File: src/rtl/fwd_hazard_ctrl_pkg.sv
// fwd_hazard_ctrl_pkg: select codes, shadow-slot records and default widths
package fwd_hazard_ctrl_pkg;
  localparam int REG_AW = 4;
  localparam int CNT_W = 16;
  localparam logic [1:0] SEL_REG = 2'b00;
  localparam logic [1:0] SEL_MEM = 2'b01;
  localparam logic [1:0] SEL_WB = 2'b10;
  typedef struct packed {
    logic valid;
    logic [REG_AW-1:0] dest;
    logic wb_en;
    logic mem_r_en;
  } slot_t;
  typedef struct packed {
    logic [REG_AW-1:0] src1;
    logic src1_en;
    logic [REG_AW-1:0] src2;
    logic src2_en;
  } src_t;
endpackage

File: src/rtl/fwd_hazard_ctrl_if.sv
// fwd_hazard_ctrl_if: ID decode info, pipeline control lines and forwarding/stall outputs
interface fwd_hazard_ctrl_if #(
  parameter int REG_AW = 4,
  parameter int CNT_W = 16
);
  logic freeze;
  logic flush;
  logic id_valid;
  logic [REG_AW-1:0] id_src1;
  logic id_src1_en;
  logic [REG_AW-1:0] id_src2;
  logic id_two_src;
  logic [REG_AW-1:0] id_dest;
  logic id_wb_en;
  logic id_mem_r_en;
  logic hazard;
  logic [1:0] sel_src1;
  logic [1:0] sel_src2;
  logic [CNT_W-1:0] stall_cnt;
  modport master (
    output freeze, flush, id_valid, id_src1, id_src1_en, id_src2, id_two_src,
           id_dest, id_wb_en, id_mem_r_en,
    input hazard, sel_src1, sel_src2, stall_cnt
  );
  modport slave (
    input freeze, flush, id_valid, id_src1, id_src1_en, id_src2, id_two_src,
          id_dest, id_wb_en, id_mem_r_en,
    output hazard, sel_src1, sel_src2, stall_cnt
  );
endinterface

File: src/rtl/fwd_hazard_ctrl_fwd_match.sv
// fwd_match: does a shadow slot produce the register a source operand reads
module fwd_match #(
  parameter int REG_AW = 4
) (
  input logic valid,
  input logic wb_en,
  input logic [REG_AW-1:0] dest,
  input logic [REG_AW-1:0] src,
  input logic en,
  output logic match
);
  assign match = valid && wb_en && dest == src && en;
endmodule

File: src/rtl/fwd_hazard_ctrl.sv
// fwd_hazard_ctrl: EXE forwarding selects and load-use stall; FWD_HAZARD_FORWARDING_EN enables forwarding
module fwd_hazard_ctrl #(
  parameter int REG_AW = fwd_hazard_ctrl_pkg::REG_AW,
  parameter int CNT_W = fwd_hazard_ctrl_pkg::CNT_W
) (
  input logic clk,
  input logic rst,
  fwd_hazard_ctrl_if.slave bus
);
  import fwd_hazard_ctrl_pkg::*;
  slot_t exe_q, exe_d, mem_q, mem_d, wb_q, wb_d;
  src_t src_q, src_d;
  logic [CNT_W-1:0] cnt_q, cnt_d;
  logic [1:0][REG_AW-1:0] id_src, exe_src, mem_src;
  logic [1:0] id_en, exe_en, mem_en;
  logic [1:0] id_hit, mem_hit, wb_hit;
  logic hazard, bubble;
  assign id_src = {bus.id_src2, bus.id_src1};
  assign id_en = {bus.id_two_src, bus.id_src1_en};
  assign exe_src = {src_q.src2, src_q.src1};
  assign exe_en = {src_q.src2_en, src_q.src1_en};
`ifdef FWD_HAZARD_FORWARDING_EN
  assign mem_src = exe_src;
  assign mem_en = exe_en;
`else
  assign mem_src = id_src;
  assign mem_en = id_en;
`endif
  for (genvar i = 0; i < 2; i++) begin : g_match
    fwd_match #(.REG_AW(REG_AW)) u_exe (
      .valid(exe_q.valid), .wb_en(exe_q.wb_en), .dest(exe_q.dest),
      .src(id_src[i]), .en(id_en[i]), .match(id_hit[i])
    );
    fwd_match #(.REG_AW(REG_AW)) u_mem (
      .valid(mem_q.valid), .wb_en(mem_q.wb_en), .dest(mem_q.dest),
      .src(mem_src[i]), .en(mem_en[i]), .match(mem_hit[i])
    );
    fwd_match #(.REG_AW(REG_AW)) u_wb (
      .valid(wb_q.valid), .wb_en(wb_q.wb_en), .dest(wb_q.dest),
      .src(exe_src[i]), .en(exe_en[i]), .match(wb_hit[i])
    );
  end
`ifdef FWD_HAZARD_FORWARDING_EN
  assign hazard = bus.id_valid && !bus.flush && exe_q.mem_r_en && |id_hit;
  assign bus.sel_src1 = mem_hit[0] ? SEL_MEM : wb_hit[0] ? SEL_WB : SEL_REG;
  assign bus.sel_src2 = mem_hit[1] ? SEL_MEM : wb_hit[1] ? SEL_WB : SEL_REG;
  a_no_load_fwd: assert property (@(posedge clk) disable iff (rst) !(|mem_hit && mem_q.mem_r_en));
`else
  assign hazard = bus.id_valid && !bus.flush && (|id_hit || |mem_hit);
  assign bus.sel_src1 = SEL_REG;
  assign bus.sel_src2 = SEL_REG;
`endif
  assign bus.hazard = hazard;
  assign bus.stall_cnt = cnt_q;
  // advance the shadow pipe (bubble on stall/flush/empty ID) unless frozen; count stall cycles
  always_comb begin
    bubble = hazard || bus.flush || !bus.id_valid;
    exe_d = bus.freeze ? exe_q : bubble ? '0 : slot_t'{1'b1, bus.id_dest, bus.id_wb_en, bus.id_mem_r_en};
    src_d = bus.freeze ? src_q : bubble ? '0 : src_t'{bus.id_src1, bus.id_src1_en, bus.id_src2, bus.id_two_src};
    mem_d = bus.freeze ? mem_q : exe_q;
    wb_d = bus.freeze ? wb_q : mem_q;
    cnt_d = (!bus.freeze && hazard && cnt_q != '1) ? cnt_q + 1'b1 : cnt_q;
  end
  // state registers, cleared on reset
  always_ff @(posedge clk) begin
    if (rst) begin
      exe_q <= '0;
      src_q <= '0;
      mem_q <= '0;
      wb_q <= '0;
      cnt_q <= '0;
    end else begin
      exe_q <= exe_d;
      src_q <= src_d;
      mem_q <= mem_d;
      wb_q <= wb_d;
      cnt_q <= cnt_d;
    end
  end
endmodule
File: src/flat_wrapper.sv
// flat-port wrapper written by rule: the top's interface ports become plain ports
module fwd_hazard_ctrl_flat import fwd_hazard_ctrl_pkg::*;
#(
  parameter int REG_AW = fwd_hazard_ctrl_pkg::REG_AW,
  parameter int CNT_W = fwd_hazard_ctrl_pkg::CNT_W
)
  (clk, rst, bus_freeze, bus_flush, bus_id_valid, bus_id_src1, bus_id_src1_en, bus_id_src2, bus_id_two_src, bus_id_dest, bus_id_wb_en, bus_id_mem_r_en, bus_hazard, bus_sel_src1, bus_sel_src2, bus_stall_cnt);
  fwd_hazard_ctrl_if #(.REG_AW(REG_AW), .CNT_W(CNT_W)) bus_i ();
  input logic clk;
  input logic rst;
  input wire logic [$bits(bus_i.freeze)-1:0] bus_freeze;
  input wire logic [$bits(bus_i.flush)-1:0] bus_flush;
  input wire logic [$bits(bus_i.id_valid)-1:0] bus_id_valid;
  input wire logic [$bits(bus_i.id_src1)-1:0] bus_id_src1;
  input wire logic [$bits(bus_i.id_src1_en)-1:0] bus_id_src1_en;
  input wire logic [$bits(bus_i.id_src2)-1:0] bus_id_src2;
  input wire logic [$bits(bus_i.id_two_src)-1:0] bus_id_two_src;
  input wire logic [$bits(bus_i.id_dest)-1:0] bus_id_dest;
  input wire logic [$bits(bus_i.id_wb_en)-1:0] bus_id_wb_en;
  input wire logic [$bits(bus_i.id_mem_r_en)-1:0] bus_id_mem_r_en;
  output wire logic [$bits(bus_i.hazard)-1:0] bus_hazard;
  output wire logic [$bits(bus_i.sel_src1)-1:0] bus_sel_src1;
  output wire logic [$bits(bus_i.sel_src2)-1:0] bus_sel_src2;
  output wire logic [$bits(bus_i.stall_cnt)-1:0] bus_stall_cnt;
  assign bus_i.freeze = bus_freeze;
  assign bus_i.flush = bus_flush;
  assign bus_i.id_valid = bus_id_valid;
  assign bus_i.id_src1 = bus_id_src1;
  assign bus_i.id_src1_en = bus_id_src1_en;
  assign bus_i.id_src2 = bus_id_src2;
  assign bus_i.id_two_src = bus_id_two_src;
  assign bus_i.id_dest = bus_id_dest;
  assign bus_i.id_wb_en = bus_id_wb_en;
  assign bus_i.id_mem_r_en = bus_id_mem_r_en;
  assign bus_hazard = bus_i.hazard;
  assign bus_sel_src1 = bus_i.sel_src1;
  assign bus_sel_src2 = bus_i.sel_src2;
  assign bus_stall_cnt = bus_i.stall_cnt;
  fwd_hazard_ctrl #(.REG_AW(REG_AW), .CNT_W(CNT_W)) u_core (.clk(clk), .rst(rst), .bus(bus_i));
endmodule
File: config.mk
export PLATFORM = sky130hd
export DESIGN_NAME = fwd_hazard_ctrl_flat
export DESIGN_NICKNAME = d
export VERILOG_FILES = /design/src/rtl/fwd_hazard_ctrl_pkg.sv /design/src/rtl/fwd_hazard_ctrl_if.sv /design/src/rtl/fwd_hazard_ctrl_fwd_match.sv /design/src/rtl/fwd_hazard_ctrl.sv /design/src/flat_wrapper.sv
export SDC_FILE = /design/constraint.sdc
export NUM_CORES = 1
export LEC_CHECK = 0
export BUFFER_PORTS_ARGS = -buffer_cell sky130_fd_sc_hd__buf_2
export CAP_MARGIN = 20
export CORE_AREA = 4 4 58 60
export CTS_BUF_LIST = sky130_fd_sc_hd__clkbuf_16
export CTS_CLUSTER_DIAMETER = 120
export DETAILED_ROUTE_END_ITERATION = 8
export DIE_AREA = 0 0 62 64
export HOLD_SLACK_MARGIN = 0.12
export PLACE_DENSITY = 0.81
export SYNTH_ARGS = -nofsm -noshare
export SYNTH_HDL_FRONTEND = slang
export SYNTH_SLANG_ARGS = --single-unit
export TNS_END_PERCENT = 100
File: constraint.sdc
create_clock -name clk -period 4 [get_ports clk]
set_clock_uncertainty 0.2 [all_clocks]
set_input_delay 0.2 -clock clk [delete_from_list [all_inputs] [get_ports clk]]
set_output_delay 0.2 -clock clk [all_outputs]
set_load 0.01 [all_outputs]
=== Word-level counts from Yosys, hierarchy flattened ===
Index checks and enable logic that the tools add are counted.

* $add $sub $neg: 1
* Eq/ne operators: 5
* Muxes and demuxes: 1
* Reductions and logical operators: 22

{| class="wikitable"
|+ Operators by type and width
! cell !! number
|-
| $add 16x1->16 const B || 1
|-
| $eq 4x4->1 || 4
|-
| $ne 16x16->1 const B || 1
|-
| $logic_and 1x1->1 || 14
|-
| $mux 7 || 1
|-
| $reduce_or 2->1 || 2
|-
| $logic_not 1->1 || 3
|-
| $logic_or 1x1->1 || 3
|}

* Bits in registers: 28
* Bits of input ports: 21
* Output and inout port bits: 21
* Word-level logic and storage cells: 36

=== Longest topological paths before layout ===
* Depth after elaboration: 9
* Mapped depth: 8
* Mapped depth without buffers: 7

=== Hierarchy ===
From an unflattened synthesis, not the netlist that was laid out.

* Cells, all modules: 173
* Area, all modules: 1510.2 um^2

{| class="wikitable"
|+ Modules (own cells, without submodules)
! module !! times used !! cells each !! area an instance (um^2) !! seq. area each (um^2)
|-
| fwd_hazard_ctrl || 1 || 149 || 1295.0 || 560.5
|-
| fwd_match || 4 || 6 || 53.8 || 0.0
|}

=== Least setup slack after synthesis ===
OpenSTA, ideal clock, no wires.

* Kind: register to register
* Start point: reg u_core.exe_q[3] (netlist bit)
* End point: reg u_core.cnt_q[13] (netlist: u_core.bus.stall_cnt[13])
* Library setup time: 71 ps
* Data arrival time: 1975 ps
* Data required time: 3729 ps
* Path slack: 1754 ps
* Cell stages (with the launch flop): 8
* Cell sequence: dfxtp_1 xor2_1 or4_4 o21ai_4 o21ai_2 buf_6 or4_1 a21oi_1

* Longest elaborated chain between the ends: 8

{| class="wikitable"
|+ RTL lines
! item !! line !! source
|-
| start: declaration || fwd_hazard_ctrl.sv:11 || <nowiki>slot_t exe_q, exe_d, mem_q, mem_d, wb_q, wb_d;</nowiki>
|-
| start signal: assignment || fwd_hazard_ctrl.sv:67 || <nowiki>exe_q <= '0;</nowiki>
|-
| start signal: assignment || fwd_hazard_ctrl.sv:73 || <nowiki>exe_q <= exe_d;</nowiki>
|-
| $eq 4x4->1 || fwd_hazard_ctrl_fwd_match.sv:12 || <nowiki>assign match = valid && wb_en && dest == src && en;</nowiki>
|-
| $logic_and 1x1->1 (2 in series) || fwd_hazard_ctrl_fwd_match.sv:12 ||
|-
| $reduce_or 2->1 (*) || fwd_hazard_ctrl.sv:49 || <nowiki>assign hazard = bus.id_valid && !bus.flush && (|id_hit || |mem_hit);</nowiki>
|-
| $logic_or 1x1->1 (*) || fwd_hazard_ctrl.sv:49 ||
|-
| $logic_and 1x1->1 (*) || fwd_hazard_ctrl.sv:49 ||
|-
| $logic_and 1x1->1 (*) (2 in series) || fwd_hazard_ctrl.sv:62 || <nowiki>cnt_d = (!bus.freeze && hazard && cnt_q != '1) ? cnt_q + 1'b1 : cnt_q;</nowiki>
|-
| end signal: assignment || fwd_hazard_ctrl.sv:77 || <nowiki>cnt_q <= cnt_d;</nowiki>
|-
| end: declaration || fwd_hazard_ctrl.sv:13 || <nowiki>logic [CNT_W-1:0] cnt_q, cnt_d;</nowiki>
|}

Mark *: on every way between the ends. The rest lies on a longest branch, timed or not.
A chain may end at the register's enable or synchronous reset.

=== Worst setup path in the final report ===
* Start point: reg u_core.mem_q[4] (netlist bit)
* End point: reg u_core.cnt_q[8] (netlist: u_core.bus.stall_cnt[8])

* Longest elaborated chain between the ends: 8

{| class="wikitable"
|+ RTL lines
! item !! line !! source
|-
| start: declaration || fwd_hazard_ctrl.sv:11 ||
|-
| start signal: assignment || fwd_hazard_ctrl.sv:75 || <nowiki>mem_q <= mem_d;</nowiki>
|-
| $eq 4x4->1 || fwd_hazard_ctrl_fwd_match.sv:12 ||
|-
| $logic_and 1x1->1 (2 in series) || fwd_hazard_ctrl_fwd_match.sv:12 ||
|-
| $reduce_or 2->1 (*) || fwd_hazard_ctrl.sv:49 ||
|-
| $logic_or 1x1->1 (*) || fwd_hazard_ctrl.sv:49 ||
|-
| $logic_and 1x1->1 (*) || fwd_hazard_ctrl.sv:49 ||
|-
| $logic_and 1x1->1 (*) (2 in series) || fwd_hazard_ctrl.sv:62 ||
|}

Marked as above.

==> metrics.txt <==
placed cell count 228; via-per-instance ratio 5.80; filler-free cell count of the finished design 237; reg2reg start u_core.mem_q[4]; root buf cell clkbuf_16; Initial Util 52.1%; gr ovfl total 0; critical path peak fanout 22; Clock Power Share 47.3%; worst r2r dst u_core.bus.stall_cnt[8]; largest net degree at the start of global routing 30; Worst R2R Path Depth 7; CTS H-Tree Depth 1; Crit. Startpoint u_core.mem_q[4]; r2r setup slk 1.44 ns; ANT nets after route 0; vias 1374; GR Util met2 33.3%; Worst Path Arrival 2.55 ns; Clock Path Buffers 2; Post-CTS Setup Bufs 0; Tmin final 2.56 ns; Fmax achieved 391 MHz; CTS tree done; endpoint class of the critical path register; Final Max Tran Viols 0; Chip Width 62 um; RSZ-0062 raised after global routing no; Core Box Area 2930 um2; hpwl dp 2.36 mm; Num CTS Buffers 3; worst hold slack 0.159 ns; CTS sink cnt 28; Mapped Area 1520 um2; Synth cell types 39; # IOs 42; post-cts resize count 0; overall routing resource usage 19.5%; initial antenna violation count 0; DRC 0; diode count 0; P_leak 0.791 nW; Comb power frac 6.7%; fin nets 227; Synth Warn # 0; Setup CP Type reg2reg; vias in the first global route 1314; Pre-antenna DRT Iters 4; # setup viols final 0; Hold Path Class in2reg; Synth Area per Inst 8.96 um2; drt initial violations 78; synthesized instance count 170; Setup crit start kind register; Routability Congestion 0.809; Final Hold Viols 0; IO Port Bufs 36; slew margin rel. 36.1%; Yosys reg bits 28; clk_lat worst skew 0.26 ns; status complete, no violations; Worst-Margin Slew 0.946 ns; Worst EP required 3.99 ns; share of cells above drive strength 1 21.6%; Max VDD drop 0.000204 V; drt wl/cell 14.6 um; pwr dens 337 nW/um2; Clock Pin Slew Worst Setup and Hold Paths 0.07 ns; sequential-to-total area share from yosys stat 36.8%; end of the critical path u_core.bus.stall_cnt[8]; Flop pwr share 45.9%; switching power 118 uW; period utilization 64.0%; first-pass GRT wire length 5.93 mm; Site Rows 20; Switching Share 19.1%; Post-Route WL 3.47 mm; die area 3970 um2; met3 Usage GRT 2.83%; gr busiest metal met2; P_int 500 uW; Max-Cap Viols 0; Area Overhead vs Synth 20.4%; die height 64 um; Fin Setup TNS 0 ns; GRT met1 Usage 24.4%
==> metal layers <==
layer / vias up / part of all wire [%]
met3: 6 / 4.6
met2: 34 / 54
met5: - / 0
met4: 0 / 1.3
li1: 686 / -
met1: 648 / 41
==> synthesized netlist by cell type <==
| cell type | instances | area share, % |
|---|---|---|
| and3_1 | 6 | 2.5 |
| nor3b_1 | 1 | 0.49 |
| conb_1 | 1 | 0.25 |
| o21ai_0 | 3 | 0.98 |
| xnor2_1 | 7 | 4.0 |
| o31ai_1 | 7 | 3.4 |
| buf_4 | 4 | 2.0 |
| nor4_1 | 1 | 0.41 |
| clkbuf_1 | 7 | 1.7 |
| a22o_1 | 5 | 2.9 |
| dfxtp_1 | 28 | 37 |
| o41ai_2 | 1 | 1.1 |
| o211ai_1 | 1 | 0.49 |
| and4_1 | 2 | 1.1 |
| nor2b_1 | 5 | 2.1 |
| or3b_1 | 1 | 0.57 |
| buf_1 | 1 | 0.25 |
| mux2_1 | 4 | 3.0 |
| nor2_1 | 17 | 4.2 |
| buf_6 | 1 | 0.74 |
| or4_4 | 1 | 0.74 |
| or4_1 | 8 | 3.9 |
| a21oi_1 | 9 | 3.0 |
| or3_1 | 1 | 0.41 |
| a22oi_1 | 1 | 0.49 |
| buf_2 | 1 | 0.33 |
| nand2_1 | 5 | 1.2 |
| ha_1 | 1 | 0.82 |
| nand4_1 | 6 | 2.5 |
| nand2b_1 | 1 | 0.41 |
| mux2i_1 | 6 | 3.9 |
| o21ai_2 | 1 | 0.57 |
| o21ba_1 | 1 | 0.66 |
| nand3_1 | 8 | 2.6 |
| xor2_1 | 11 | 6.3 |
| o21ai_4 | 1 | 1.1 |
| nor3_1 | 3 | 0.98 |
| o31a_1 | 1 | 0.57 |
| nor4b_1 | 1 | 0.57 |
==> final cells by class <==
cell class / instances / area, um2
Clock inverter: 1 / 30.0
Tap cell: 33 / 41.3
Fill cell: 268 / 1090
Sequential cell: 28 / 561
Clock buffer: 3 / 75.1
Multi-Input combinational cell: 131 / 898
Timing Repair Buffer: 41 / 230
==> power by group through the flow <==
stage	Combinational [mW]	Sequential [mW]	Clock, mW
2_1_floorplan	0.0251	0.290	0
3_3_place_gp	0.0364	0.290	0
3_5_place_dp	0.0372	0.290	0
4_1_cts	0.0418	0.284	0.297
5_1_grt	0.0462	0.284	0.313
6_report	0.0417	0.284	0.292
==> layout by cell type (no fill, tap or decap), types with 7 or more instances in the layout <==
cell     synthesis  routed
a21oi_1          9       9
buf_2            1      36
dfxtp_1         28      28
nand3_1          8       8
nor2_1          17      17
o31ai_1          7       7
or4_1            8       8
xnor2_1          7       7
xor2_1          11      11
==> critical path: stages (launching register included) <==
cell	delay [ns]
dfxtp_1	0.38
xnor2_1	0.13
nand4_1	0.13
or4_1	0.45
o41ai_2	0.12
o21ai_2	0.34
or4_1	0.58
a21oi_1	0.15
==> per-stage QoR <==
stage	total power [mW]	cell area, um2	utilization (%)	setup slack (ns)
floorplan	0.315	1540	-	1.75
global placement	0.326	1680	57.4	1.54
detailed placement	0.327	1680	57.4	1.50
CTS	0.622	1840	62.7	1.44
global route	0.643	1840	62.7	1.23
finish	0.618	1840	62.7	1.44
==> registers in the layout, indices dropped and copies added (netlist names) <==
register and flops:
u_core.bus.stall_cnt 16, u_core.mem_q 6, u_core.exe_q 6
==> worst min-delay path by stage <==
stage,from,endpoint,slack (ns),cells after the start
2_1_floorplan,bus_id_wb_en,u_core.exe_q[1],0.13,1
3_3_place_gp,bus_id_dest[2],u_core.exe_q[4],0.21,2
3_5_place_dp,bus_id_dest[1],u_core.exe_q[3],0.22,2
4_1_cts,bus_freeze,u_core.mem_q[4],0.16,3
5_1_grt,bus_freeze,u_core.mem_q[4],0.18,3
6_report,bus_freeze,u_core.mem_q[4],0.16,3
==> cell families after synthesis <==
| family | after synthesis | synth area share [%] |
|---|---|---|
| and+or+nand+nor | 67 | 24.7 |
| AOI/OAI and AO/OA | 31 | 15.2 |
| DFF | 28 | 36.8 |
| xor gates and xnor gates | 18 | 10.3 |
| buffers and inverters | 14 | 5.01 |
| muxes | 10 | 6.90 |
| adders and majority gates | 1 | 0.821 |
| other | 1 | 0.246 |
==> timing repair <==
action	CTS	global route
endpoints found under the hold margin	5	0
endpoints found under the setup margin	0	0
hold buffers	5	0
Note: power is estimated with default switching activity, not from simulation.
